File: src/rtl/ahb_vec_fetch.sv
`default_nettype none
// ============================================================================
// Module   : ahb_vec_fetch
// Brief    : AHB-lite single-read initiator that boot-fetches SP/reset vector
//            and then serves core-side vector lookups.
// Revision : 1.0
// ============================================================================
module ahb_vec_fetch #(
    parameter logic [31:0] BASE_ADDR = 32'h0000_0000
) (
    input  logic        hclk,
    input  logic        hresetn,
    output logic        hsel,
    output logic [31:0] haddr,
    output logic [1:0]  htrans,
    output logic [2:0]  hsize,
    output logic        hwrite,
    input  logic [31:0] hrdata,
    input  logic        hready,
    input  logic        hresp,
    input  logic        req,
    input  logic [4:0]  req_id,
    output logic        req_ack,
    output logic        rsp_valid,
    output logic [31:0] rsp_data,
    output logic        rsp_err,
    output logic [31:0] sp_val,
    output logic [31:0] pc_val,
    output logic        boot_done,
    output logic        boot_err,
    output logic [7:0]  err_cnt
);

    localparam logic [1:0] C_HTRANS_IDLE   = 2'b00;
    localparam logic [1:0] C_HTRANS_NONSEQ = 2'b10;
    localparam logic [2:0] C_HSIZE_WORD    = 3'b010;

    typedef enum logic [7:0] {
        ST_RST  = 8'b0000_0001,
        ST_SP_A = 8'b0000_0010,
        ST_SP_D = 8'b0000_0100,
        ST_PC_A = 8'b0000_1000,
        ST_PC_D = 8'b0001_0000,
        ST_IDLE = 8'b0010_0000,
        ST_ADDR = 8'b0100_0000,
        ST_DATA = 8'b1000_0000
    } state_t;

    state_t      r_state;
    state_t      w_next_state;
    logic [4:0]  r_id_q;
    logic        w_accept;
    logic        w_complete;

    assign hsize  = C_HSIZE_WORD;
    assign hwrite = 1'b0;

    // A data phase ends on hready; the first ERROR cycle (hready=0) just holds.
    assign w_complete = hready && ((r_state == ST_SP_D) ||
                                   (r_state == ST_PC_D) ||
                                   (r_state == ST_DATA));

    always_comb begin
        w_next_state = r_state;
        w_accept     = 1'b0;
        hsel         = 1'b0;
        htrans       = C_HTRANS_IDLE;
        haddr        = 32'h0;
        case (r_state)
            ST_RST: begin
                w_next_state = ST_SP_A;
            end
            ST_SP_A: begin
                hsel   = 1'b1;
                htrans = C_HTRANS_NONSEQ;
                haddr  = BASE_ADDR;
                if (hready) w_next_state = ST_SP_D;
            end
            ST_SP_D: begin
                if (hready) w_next_state = ST_PC_A;
            end
            ST_PC_A: begin
                hsel   = 1'b1;
                htrans = C_HTRANS_NONSEQ;
                haddr  = BASE_ADDR + 32'h4;
                if (hready) w_next_state = ST_PC_D;
            end
            ST_PC_D: begin
                if (hready) w_next_state = ST_IDLE;
            end
            ST_IDLE: begin
                if (req && boot_done) begin
                    w_accept     = 1'b1;
                    w_next_state = ST_ADDR;
                end
            end
            ST_ADDR: begin
                hsel   = 1'b1;
                htrans = C_HTRANS_NONSEQ;
                haddr  = BASE_ADDR + {25'b0, r_id_q, 2'b00};
                if (hready) w_next_state = ST_DATA;
            end
            ST_DATA: begin
                if (hready) w_next_state = ST_IDLE;
            end
            default: begin
                w_next_state = ST_RST;
            end
        endcase
    end

    always_ff @(posedge hclk or negedge hresetn) begin
        if (!hresetn) begin
            r_state   <= ST_RST;
            r_id_q    <= 5'd0;
            req_ack   <= 1'b0;
            rsp_valid <= 1'b0;
            rsp_data  <= 32'h0;
            rsp_err   <= 1'b0;
            sp_val    <= 32'h0;
            pc_val    <= 32'h0;
            boot_done <= 1'b0;
            boot_err  <= 1'b0;
            err_cnt   <= 8'd0;
        end else begin
            r_state   <= w_next_state;
            req_ack   <= w_accept;
            rsp_valid <= 1'b0;

            if (w_accept) r_id_q <= req_id;

            if (w_complete && hresp && (err_cnt != 8'hFF)) begin
                err_cnt <= err_cnt + 8'd1;
            end

            if (w_complete) begin
                case (r_state)
                    ST_SP_D: begin
                        if (hresp) boot_err <= 1'b1;
                        else       sp_val   <= hrdata;
                    end
                    ST_PC_D: begin
                        boot_done <= 1'b1;
                        if (hresp) boot_err <= 1'b1;
                        else       pc_val   <= hrdata;
                    end
                    ST_DATA: begin
                        rsp_valid <= 1'b1;
                        rsp_data  <= hresp ? 32'h0 : hrdata;
                        rsp_err   <= hresp;
                    end
                    default: begin
                    end
                endcase
            end
        end
    end

endmodule
`default_nettype wire
File: config.mk
export PLATFORM = sky130hd
export DESIGN_NAME = ahb_vec_fetch
export DESIGN_NICKNAME = d
export VERILOG_FILES = /design/src/rtl/ahb_vec_fetch.sv
export SDC_FILE = /design/constraint.sdc
export NUM_CORES = 1
export LEC_CHECK = 0
export BUFFER_PORTS_ARGS = -buffer_cell sky130_fd_sc_hd__buf_2
export CAP_MARGIN = 20
export CORE_MARGIN = 2
export CORE_UTILIZATION = 25
export DETAILED_ROUTE_END_ITERATION = 12
export PLACE_DENSITY = 0.45
export SYNTH_ARGS = -nofsm -noshare
export SYNTH_HDL_FRONTEND = slang
export SYNTH_SLANG_ARGS = --single-unit
File: constraint.sdc
create_clock -name hclk -period 2.6 [get_ports hclk]
set_clock_uncertainty 0.05 [all_clocks]
set_input_delay 0.26 -clock hclk [delete_from_list [all_inputs] [get_ports hclk]]
set_output_delay 0.26 -clock hclk [all_outputs]
set_load 0.03 [all_outputs]
==> results.tsv <==
stage	metric	value	unit
sta	worstMarginPinSlew	0.707	ns
critical_path	crit_path_start_kind	register	
grt	grt_pass1_wl	20300	µm
clock_network	cts_root_buf	clkbuf_16	
clock_network	cts_tree	yes	
pwr	report.power.total	7.58	mW
pwr	intPower	4.91	mW
floorplanning	core_area	21600	µm²
grt	antenna_found_initial	0	
synth	synth_cell_type_count	43	
sta	timing.setup.tns	0	ns
final_layout	nets	639	
placement	place.gp.congestion	0.775	
routing	routed_wl	13000	µm
clock_network	path_clk_slew	0.06	ns
critical_path	arrival	2.18	ns
synth	synth-edff-count	0	
sta	fin_crit	2.49	ns
grt	grt_pass1_vias	3631	
sta	drv_slew	0	
routing	vias	3701	
routing	wl_met2	6240	µm
pwr	seqPwrFrac	35.5	%
synth	ys.flop_type	dfrtp_1	
final_layout	drive_gt1_share	46.0	%
critical_path	cp_max_fo	7	
clock_network	cts-buffers-inserted	17	
routing	via_per_inst	4.16	
pwr	vdd_ir_drop_max	408	µV
grt	grt_overflow	0	
floorplanning	fp.dieArea	23000	µm²
pwr	p_comb_share	31.0	%
synth	ys_seq_area_share	56.1	%
routing	drt-met1-wl	5930	µm
grt	grt_max_degree	67	
routing	first_pass_iters	4	
status	status	finished, final reports clean	
synth	ys_async_sr_fraction	100	%
placement	hpwl	9060	µm
routing	ant_nets	0	
synth	syn_inst	434	
critical_path	critical_path_required	2.29	ns
final_layout	fin_cells	889	
floorplanning	fp.dieH	152	µm
critical_path	cpPeakStageDelay	0.59	ns
synth	yosysWarnings	0	
final_layout	area_delta_synth_final	29.4	%
placement	place_inst	855	
clock_network	numClockSinks	122	
grt	grt_use_total	11.7	%
sta	worst_hold_slack	0.0292	ns
pwr	power.share.clock	33.5	%
pwr	p_leak	3.78	nW
floorplanning	rows	54	
critical_path	crit_type	register to output port	
floorplanning	pin_count	190	
floorplanning	die_w	152	µm
sta	fmax	0.402	GHz
floorplanning	start_util	25.2	%
critical_path	path_buf_inv	2	
sta	slew_headroom	52.8	%
synth	synth-seq-cells	122	
final_layout	fillers	2189	
synth	avgSynthCellArea	12.5	µm²
clock_network	clockBufferDepth	2	
critical_path	cpLargestDelayFamily	simple AND/OR/NAND/NOR gates	
routing	drcViolationCount	0	
synth	synth_area	5450	µm²
sta	hold_violations	0	
sta	grt_setup_unrepaired	no	
min_path	hp-class	input pin to register	
critical_path	slowest_stage	or4_4	
routing	dr_wl_met3	648	µm
placement	numPortBuffers	157	
pwr	p_switching	2.67	mW
routing	route.top_layer_used	met4	
job	cap_viol_max_count	0	
clock_network	clk_latency	0.41	ns
sta	period_share	95.8	%
critical_path	path_cells	or4_4 -> nor4_1 -> buf_4 -> and2_1 -> buf_2	
sta	setup_viol_count_final	0	
clock_network	h-tree-depth	4	
routing	drt_iter0_drc	121	
critical_path	worstSetupEndpointType	output port	
pwr	switching_share	35.2	%
routing	routedWlPerCell	14.6	µm
final_layout	n_antenna_cell	0	
pwr	pwr_density_cell	1080	nW/µm²
==> Yosys cell counts (5+ instances only) <==
master	n	area, µm²
and2_1	5	31.3
buf_4	33	248
clkbuf_1	14	52.6
dfrtp_1	121	3030
mux2_2	43	484
mux2_4	30	450
nand2_1	41	154
nand2b_1	36	225
nand3_1	5	25.0
nand4_1	5	31.3
nor2_1	5	18.8
nor3_1	6	30.0
nor4_1	5	31.3
o21ai_0	35	175
xor2_1	6	52.6
==> repair_timing <==
action / CTS / global route
buffers inserted: 0 / 1
resized for setup: 2 / 1
pin swaps: 0 / 1
setup endpoints to repair: 2 / 4
endpoints found under the hold margin: 41 / 0
gates cloned: 0 / 0
hold buffers: 1 / 0
==> power groups by stage <==
stage               logic, mW  clock network, mW  registers (mW)
global route             2.52               2.71            2.77
global placement         2.34                  0            2.70
detailed placement       2.37                  0            2.72
finish                   2.35               2.54            2.69
floorplan               0.831                  0            3.57
CTS                      2.38               2.61            2.70
==> cell usage in the layout, fill, tap and decap left out, drive strengths merged, types with 4 or more instances in the layout <==
| cell | n |
|---|---|
| clkinvlp | 4 |
| nor4 | 6 |
| and2 | 5 |
| nand4 | 5 |
| conb | 32 |
| bufinv | 4 |
| nor3 | 6 |
| buf | 167 |
| mux2 | 73 |
| nand3 | 5 |
| nand2b | 36 |
| clkbuf | 21 |
| o21ai | 35 |
| nor2 | 5 |
| xor2 | 6 |
| dfrtp | 121 |
| nand2 | 41 |
==> routing by layer <==
| metal | vias up | global-route usage (%) |
|---|---|---|
| met5 | - | 0 |
| met4 | 0 | 4.44 |
| met3 | 12 | 3.11 |
| met2 | 120 | 18.2 |
| met1 | 1827 | 15.6 |
| li1 | 1742 | - |
==> stage by stage <==
step | instance area (µm²) | worst slack (ns) | utilization (%)
finish | 7050 | 0.110 | 32.6
global placement | 6390 | 0.389 | 29.5
global route | 7050 | 0.000690 | 32.6
CTS | 7040 | 0.0666 | 32.6
detailed placement | 6390 | 0.396 | 29.5
floorplan | 5560 | 0.124 | -
==> flip-flops by register name, indices dropped and copies added (netlist names) <==
register / cells
r_state: 8
rsp_data: 32
sp_val: 32
err_cnt: 8
pc_val: 32
boot_done: 1
rsp_valid: 1
boot_err: 1
req_ack: 1
r_id_q: 5
rsp_err: 1
==> worst reg2reg max path: stages, from the launching register on <==
cell     delay (ns)
dfrtp_1        0.51
nor4_4         0.44
nand4_1        0.17
or2_2          0.32
buf_4          0.26
mux2_4         0.34
==> worst paths after layout <==
kind                             from          to  slack, ns  cells past startpoint
max in group asynchronous     hresetn  sp_val[19]       1.42                      3
min in group asynchronous     hresetn     req_ack       0.33                      2
min                         req_id[1]   r_id_q[1]       0.03                      2
max                        r_state[2]    haddr[6]       0.11                      5
max reg2reg                r_state[7]  pc_val[13]       0.39                      5
min reg2reg                  boot_err    boot_err       0.42                      1
==> final cells by class <==
type	instances	area, µm²	share of cell area, %
flip-flops and latches	122	3060	43.3
clock inverters	11	169	2.40
clock buffers	21	460	6.53
well taps	280	350	4.97
multi-input cells	284	2100	29.9
repair buffers	168	898	12.7
inverters	3	11.3	0.160
==> logic make-up after synthesis <==
group,count (synthesis),synth area share (%)
buffers and inverters,58,7.63
other,2,0.138
and+or+nand+nor,124,12.5
muxes,74,17.3
DFF,122,56.1
xor gates and xnor gates,8,1.29
AOI/OAI and AO/OA,45,4.78
adders and majority gates,1,0.230
Power figures use the tool's default switching activity.
